## config.mk

```make
export PLATFORM = sky130hd
export DESIGN_NAME = if_prefetch
export DESIGN_NICKNAME = d
export VERILOG_FILES = /design/src/rtl/if_prefetch.sv
export SDC_FILE = /design/constraint.sdc
export NUM_CORES = 1
export LEC_CHECK = 0
export ABC_AREA = 1
export CAP_MARGIN = 10
export CORE_ASPECT_RATIO = 1.4
export CORE_MARGIN = 10
export CORE_UTILIZATION = 45
export DETAILED_ROUTE_END_ITERATION = 10
export MAX_ROUTING_LAYER = met4
export PLACE_DENSITY = 0.69
export SETUP_SLACK_MARGIN = 0.05
export SLEW_MARGIN = 20
export SYNTH_ARGS = -nofsm -noshare
export SYNTH_HDL_FRONTEND = slang
export SYNTH_SLANG_ARGS = --single-unit
```

## constraint.sdc

```tcl
create_clock -name clk_i -period 2.76 [get_ports clk_i]
set_clock_uncertainty 0.1 [all_clocks]
set_input_delay 0.276 -clock clk_i [delete_from_list [all_inputs] [get_ports clk_i]]
set_output_delay 0.276 -clock clk_i [all_outputs]
set_load 0.005 [all_outputs]
```

## src/rtl/if_prefetch.sv

```systemverilog
// -----------------------------------------------------------------------------
// if_prefetch -- instruction fetch unit with a small prefetch buffer.
//
// Fetches 32-bit instruction words over a Wishbone classic master port, with at
// most one bus cycle in flight. Returned words go into a first-word-fall-through
// buffer that the decode stage drains. A branch or exception redirect flushes the
// buffer and restarts fetching at the new target. A bus error is delivered as a
// tagged entry, and fetching then halts until the next redirect.
//
// Ports
//   clk_i, rst_ni                  clock, asynchronous active-low reset
//   branch_i, branch_addr_i        branch/jump redirect and its target
//   exc_i, exc_addr_i              exception/return redirect and its target
//                                  (takes priority over branch_i)
//   instr_valid_o, instr_ready_i   handshake for the buffer head entry
//   instr_o, pc_o, instr_err_o     head entry: word, address, bus-error flag
//   wbm_*                          Wishbone classic master (read-only)
// -----------------------------------------------------------------------------
module if_prefetch #(
    parameter logic [31:0] RESET_ADDR = 32'h0,
    parameter int          FIFO_DEPTH = 4
) (
    input  logic        clk_i,
    input  logic        rst_ni,
    input  logic        branch_i,
    input  logic [31:0] branch_addr_i,
    input  logic        exc_i,
    input  logic [31:0] exc_addr_i,
    output logic        instr_valid_o,
    input  logic        instr_ready_i,
    output logic [31:0] instr_o,
    output logic [31:0] pc_o,
    output logic        instr_err_o,
    input  logic [31:0] wbm_dat_i,
    input  logic        wbm_ack_i,
    input  logic        wbm_err_i,
    output logic [31:0] wbm_addr_o,
    output logic [31:0] wbm_dat_o,
    output logic [3:0]  wbm_sel_o,
    output logic        wbm_cyc_o,
    output logic        wbm_stb_o,
    output logic        wbm_we_o
);

    localparam int PTR_W = $clog2(FIFO_DEPTH);
    localparam int CNT_W = PTR_W + 1;

    typedef enum logic [1:0] {
        IDLE    = 2'd0,
        BUS     = 2'd1,
        DISCARD = 2'd2,
        HALT    = 2'd3
    } state_t;

    state_t             state_reg, state_next;
    logic [31:0]        fetch_pc_reg, fetch_pc_next;
    logic [CNT_W-1:0]   count_reg, count_next;
    logic [PTR_W-1:0]   wr_ptr_reg, wr_ptr_next;
    logic [PTR_W-1:0]   rd_ptr_reg, rd_ptr_next;

    logic [31:0]        pc_mem    [FIFO_DEPTH];
    logic [31:0]        instr_mem [FIFO_DEPTH];
    logic [FIFO_DEPTH-1:0] err_mem;

    logic               redirect;
    logic [31:0]        redirect_addr;
    logic               push;
    logic               push_err;
    logic [31:0]        push_data;
    logic               pop;

    // Exceptions win over branches; targets are always word aligned.
    assign redirect      = exc_i | branch_i;
    assign redirect_addr = (exc_i ? exc_addr_i : branch_addr_i) & 32'hFFFF_FFFC;

    assign instr_valid_o = (count_reg != '0);
    assign pop           = instr_valid_o & instr_ready_i;

    // Read-only master: these never change.
    assign wbm_we_o   = 1'b0;
    assign wbm_dat_o  = 32'h0;
    assign wbm_sel_o  = 4'hF;
    assign wbm_addr_o = fetch_pc_reg;
    // cyc/stb decode straight from the state register so that reset drops them
    // the moment rst_ni falls.
    assign wbm_cyc_o  = (state_reg == BUS) || (state_reg == DISCARD);
    assign wbm_stb_o  = wbm_cyc_o;

    // Head is forced to zero when empty so stale entries never show.
    assign instr_o     = instr_valid_o ? instr_mem[rd_ptr_reg] : 32'h0;
    assign pc_o        = instr_valid_o ? pc_mem[rd_ptr_reg]    : 32'h0;
    assign instr_err_o = instr_valid_o ? err_mem[rd_ptr_reg]   : 1'b0;

    always_ff @(posedge clk_i or negedge rst_ni) begin
        if (!rst_ni) begin
            state_reg    <= IDLE;
            fetch_pc_reg <= RESET_ADDR;
            count_reg    <= '0;
            wr_ptr_reg   <= '0;
            rd_ptr_reg   <= '0;
        end else begin
            state_reg    <= state_next;
            fetch_pc_reg <= fetch_pc_next;
            count_reg    <= count_next;
            wr_ptr_reg   <= wr_ptr_next;
            rd_ptr_reg   <= rd_ptr_next;
        end
    end

    always_comb begin
        state_next    = state_reg;
        fetch_pc_next = fetch_pc_reg;
        push          = 1'b0;
        push_err      = 1'b0;
        push_data     = 32'h0;
        case (state_reg)
            IDLE: begin
                // A request may only start while a free slot exists; with one
                // request in flight the buffer can never overflow.
                if (redirect) begin
                    fetch_pc_next = redirect_addr;
                end else if (count_reg < CNT_W'(FIFO_DEPTH)) begin
                    state_next = BUS;
                end
            end
            BUS: begin
                if (redirect) begin
                    // The outstanding response belongs to the old stream: if it
                    // arrives now it is dropped, otherwise wait it out.
                    fetch_pc_next = redirect_addr;
                    state_next    = (wbm_ack_i | wbm_err_i) ? IDLE : DISCARD;
                end else if (wbm_ack_i) begin
                    push          = 1'b1;
                    push_data     = wbm_dat_i;
                    fetch_pc_next = fetch_pc_reg + 32'd4;
                    state_next    = IDLE;
                end else if (wbm_err_i) begin
                    push       = 1'b1;
                    push_err   = 1'b1;
                    state_next = HALT;
                end
            end
            DISCARD: begin
                if (redirect) begin
                    fetch_pc_next = redirect_addr;
                end
                if (wbm_ack_i | wbm_err_i) begin
                    state_next = IDLE;
                end
            end
            HALT: begin
                if (redirect) begin
                    fetch_pc_next = redirect_addr;
                    state_next    = IDLE;
                end
            end
            default: state_next = IDLE;
        endcase
    end

    always_comb begin
        wr_ptr_next = wr_ptr_reg;
        rd_ptr_next = rd_ptr_reg;
        count_next  = count_reg;
        if (redirect) begin
            // Flush beats any same-cycle push or pop.
            wr_ptr_next = '0;
            rd_ptr_next = '0;
            count_next  = '0;
        end else begin
            if (push) begin
                wr_ptr_next = wr_ptr_reg + PTR_W'(1);
            end
            if (pop) begin
                rd_ptr_next = rd_ptr_reg + PTR_W'(1);
            end
            case ({push, pop})
                2'b10:   count_next = count_reg + CNT_W'(1);
                2'b01:   count_next = count_reg - CNT_W'(1);
                default: count_next = count_reg;
            endcase
        end
    end

    // Buffer storage: one register slot per entry.
    for (genvar gi = 0; gi < FIFO_DEPTH; gi++) begin : g_slot
        always_ff @(posedge clk_i or negedge rst_ni) begin
            if (!rst_ni) begin
                pc_mem[gi]    <= 32'h0;
                instr_mem[gi] <= 32'h0;
                err_mem[gi]   <= 1'b0;
            end else if (push && (wr_ptr_reg == PTR_W'(gi))) begin
                pc_mem[gi]    <= fetch_pc_reg;
                instr_mem[gi] <= push_data;
                err_mem[gi]   <= push_err;
            end
        end
    end

endmodule

```

Word level (Yosys, flattened, before mapping)
Index checks and enable logic that the tools add are counted.
{ "word_totals": {"ff_bits": 301, "input_bits": 103, "output_inout_bits": 137, "wordCells": 99} }
{ "op_classes": {"add_sub_neg": 5, "magnitude_cmp": 3, "n_eq_ne": 15, "muxes": 41, "n_bitwise": 4, "reduce_logical": 14} }
{ "ops": {"columns": ["cell", "n"], "rows": [
  ["$mux W32", 13],
  ["$bmux W32 S2", 2],
  ["$pmux W32 S2", 1],
  ["$add A32 B3 Y32 const B", 1],
  ["$mux W2", 12],
  ["$eq A2 B2 Y1 const B", 5],
  ["$mux W1", 9],
  ["$pmux W2 S4", 1],
  ["$eq A2 B1 Y1 const B", 3],
  ["$ne A2 B2 Y1 const B", 3],
  ["$pmux W3 S2", 1],
  ["$reduce_bool A3 Y1", 2],
  ["$reduce_and A5 Y1", 1],
  ["$add A2 B1 Y2 const B", 2],
  ["$logic_and A1 B1 Y1", 4],
  ["$logic_not A2 Y1", 2],
  ["$ne A2 B1 Y1 const B", 2],
  ["$ne A4 B4 Y1 const B", 1],
  ["$reduce_bool A2 Y1", 2],
  ["$add A3 B1 Y3 const B", 1],
  ["$ge A3 B3 Y1 const B", 1],
  ["$lt A2 B3 Y1 const B", 1],
  ["$lt A3 B3 Y1 const B", 1],
  ["$mux W3", 1],
  ["9 further kinds", 10]
]} }

Depth between registers and ports, before layout
{ "depth": {"depth_word": 7, "depth_mapped": 12, "ltp_nobuf": 12} }

Worst setup path after synthesis
Ideal clock, no wire load.
{ "synth_path": {"path_kind": "register -> register", "startpoint": "register state_reg[1]", "endpoint": "register count_reg[2]", "setup_time_ps": 126, "t_arrival_ps": 1931, "required_time_ps": 2534, "slack_ps": 603, "stages_incl_launch_ff": 13, "n_path_buf": 0, "synth_period_minus_slack_ps": 2157, "cell_sequence": "dfrtp_1 > inv_1 > ha_1 > nand2_2 > nor2_4 > inv_2 > nand2_1 > inv_1 > fa_1 > xnor2_1 > xor2_1 > nand2_1 > o21ai_0"} }
{ "synth_between": {"elab_chain_cells": 5, "elab_cells_between_ends": 7, "classes_between": "eq/ne: 3; mux: 3; reduce/logical: 1"} }
{ "synth_lines": {"columns": ["element", "line_no", "text"], "rows": [
  ["start, declared", "55", "state_t state_reg, state_next;"],
  ["start signal, assigned", "102", "state_reg <= state_next;"],
  ["$eq A2 B1 Y1 (*)", "116", "case (state_reg)"],
  ["$mux W1 (*)", "116", null],
  ["$eq A2 B1 Y1 or $eq A2 B2 Y1 (tied branches)", "177", "case ({push, pop})"],
  ["$pmux W3 S2", "177", null],
  ["$mux W3", "165", "if (redirect) begin"],
  ["end signal, assigned", "104", "count_reg <= count_next;"],
  ["end, declared", "57", "logic [CNT_W-1:0] count_reg, count_next;"]
]} }
Every way passes the cells marked *; elsewhere a longest branch is shown, timed or not.
A chain may end at the register's enable or synchronous reset.

Final worst setup path
{ "layout_path": {"startpoint": "register rd_ptr_reg[0]", "endpoint": "output port instr_o[1]"} }
{ "layout_between": {"elab_chain_cells": 5} }
{ "layout_lines": {"columns": ["element", "line_no", "text"], "rows": [
  ["start, declared", "59", "logic [PTR_W-1:0] rd_ptr_reg, rd_ptr_next;"],
  ["start signal, assigned", "106", "rd_ptr_reg <= rd_ptr_next;"],
  ["$not A2 Y3 (not written as such)", "90", "assign instr_o = instr_valid_o ? instr_mem[rd_ptr_reg] : 32'h0;"],
  ["$bmux W32 S2", "90", null],
  ["$mux W32 (not written as such) (2 in series)", "90", null],
  ["$mux W32", "90", null],
  ["end, declared", "31", "output logic [31:0] instr_o,"]
]} }
No other way between the ends. The select of a mux whose other input is x is not followed.

==> run summary <==
synthesized area per cell = 7.430 µm²
setup TNS = 0 ns
asr flop ratio synth = 1.000
Mapped Area = 14,820 µm²
placed insts = 2,544
top fanout value on the critical path = 32
Area contributors post-synth = dfrtp_1 (49%), nand2_1 (14%), o21ai_0 (9.6%), a21oi_1 (5.6%), nor2_1 (5.2%)
Pins Over Slew Limit = 0
initial core utilization = 0.4561
total I/O pin count = 240
total CTS buffers = 28
CP bufs+invs = 3
clock latency at the later pin of the worst-skew pair = 0.57 ns
DRC violations left = 0
Min Clock Period, post-route = 2.652 ns
Site Rows = 78
Final Hold Vio Count = 0
initial DRC count = 1,265
LEAKAGE = 9.037 nW
largest net degree at the start of global routing = 91
M1 WL = 18.64 mm
vias in the first global route = 13,620
Core ar. = 32,500 µm²
Die Area = 40,700 µm²
DRT Pass-1 Iters = 6
Detail Placement HPWL = 27.98 mm
die width = 173.4 µm
CTS H-tree lvls = 1
final std cells w/o fill = 2,606
first-pass GRT wire length = 71.50 mm
dominant synthesized flop cell = dfrtp_1
area delta synth->final = 23.90%
top sig layer = met4
critical-path cell list = buf_4 > bufbuf_16 > a21oi_1 > o21ai_0 > a21oi_1 > dlygate4sd2_1
Ant. Diodes = 0
most frequent cells in the layout = nand2_1 (566), dfrtp_1 (289), o21ai_0 (282), nor2_1 (207), a21oi_1 (161)
cell accounting for the most synthesized area = dfrtp_1
Routed Wire Length = 44.06 mm
RePlAce Congestion = 0.9143
grt ovf = 0
wire length on met3 = 3.246 mm
Startpoint Class = register
CTS sink cnt = 291
WP data arrival = 2.28 ns
DR vias/cell = 5.241
vertical die dimension = 234.7 µm
max reg flops = 128
Max stage delay on crit path = 0.50 ns
Max-Cap Viols = 0
Largest Register = instr_mem
Reg clk slew, reported paths = 0.06 ns
Worst slew margin = 0.3090
Yosys warning count = 0
CP max-delay cell = dfrtp_4
Yosys reg bits = 291
Crit path max-delay family = buffers and inverters
WL met2 = 21.37 mm
status = complete, no violations
PortBufs = 194
Synth top area share = 0.4913
Power per Cell Area = 750.0 nW/µm²
DP Worst Slack = 0.06694 ns
Worst Max-Slew Pin Slew = 1.035 ns
RSZ-0062 raised after global routing = true
clk buf depth = 3
Req. time, crit path = 2.38 ns
total number of vias = 13,660
library cells used by synthesis = 33
post-synthesis cell count = 1,995
VDD IR max = 0.0004958 V
Hold Crit Class = in -> async
All-Layer GR Usage = 0.2156
period utilization = 0.9610
Critical Path End Type = output pin
initial antenna violation count = 0
number of synthesized flops with an enable pin = 0
clk root buf = clkbuf_16
drt wl/cell = 16.91 µm
post-synthesis sequential area ratio = 0.4913
Worst path most repeated cell = a21oi_1
post-route setup slack = 0.1075 ns
Nets = 2,257
Final setup viols = 0
CTS tree = done
final core utilization = 0.5651
Setup CP Type = reg -> out
DRT antenna net count = 0
layout cells sized above 1 = 0.05771
Fmax = 377.0 MHz
most common library cell in the layout ignoring fill and taps = nand2_1
layout make-up:
| type | instances | area, µm² |
|---|---|---|
| Tap cell | 440 | 550.5 |
| Sequential cell | 291 | 7287 |
| Multi-Input combinational cell | 1415 | 6286 |
| Clock inverter | 11 | 196.4 |
| Clock buffer | 41 | 819.5 |
| Timing Repair Buffer | 242 | 2597 |
| Fill cell | 3109 | 14130 |
| Inverter | 166 | 628.1 |
per-layer routing:
layer  track usage  up-vias
met5             -        -
met4       0.05930        0
met3       0.04650       66
met2        0.3545      543
met1        0.2633     6459
li1              -     6589
cells by family (layout without fill, tap and decap cells):
| logic type | after synthesis | after routing | synth area share |
|---|---|---|---|
| AOI/OAI and AO/OA | 528 | 528 | 0.1805 |
| xor gates and xnor gates | 7 | 7 | 0.004136 |
| adders and majority gates | 10 | 10 | 0.008948 |
| buffers and inverters | 328 | 460 | 0.09682 |
| DFF | 291 | 291 | 0.4913 |
| other | 2 | 41 | 0.0005066 |
| and+or+nand+nor | 829 | 829 | 0.2179 |
per-stage QoR:
stage	total power [mW]	hold WS [ns]	cell area, µm²
after global placement	9.494	0.2677	17170
after global routing	14.64	0.2861	18370
after floorplan	7.822	-0.1196	14970
after detailed placement	9.605	0.2617	17170
final	13.77	0.2218	18370
after CTS	13.87	0.2528	18330
Yosys cell counts (5+ instances only):
cell	n
a21oi_1	166
nand3_1	37
ha_1	9
clkbuf_1	68
nand2_1	566
a31oi_1	7
buf_2	37
buf_4	42
inv_1	160
xor2_1	6
o21ai_1	63
nor2_4	5
o21ai_0	283
nor2_1	207
buf_1	15
dfrtp_1	291
inv_2	6
where the power goes:
group | internal [mW] | switching, mW | total, mW | leakage [nW]
clock network | 2.53 | 1.68 | 4.21 | 0.492
registers | 5.15 | 0.553 | 5.71 | 3.66
logic | 1.56 | 2.29 | 3.86 | 4.89
repair_timing:
item | CTS | global route
setup buffers | 4 | 0
cloned | 4 | 1
endpoints found under the hold margin | 84 | 0
pin swaps | 19 | 8
resized for setup | 60 | 26
setup endpoints to repair | 63 | 20
hold buffers | 1 | 0
final timing paths:
path	depth (start not counted)	end	startpoint	slack, ns
min in group clk_i	5	instr_mem[115]	wbm_dat_i[19]	0.28
max reg2reg	9	pc_mem[81]	state_reg[1]	0.32
max in group asynchronous	3	pc_mem[81]	rst_ni	1.49
min reg2reg	2	instr_mem[8]	instr_mem[8]	0.36
max	6	instr_o[1]	rd_ptr_reg[0]	0.11
min	2	instr_mem[83]	rst_ni	0.22
No activity file was read; power rests on OpenSTA's default activity.
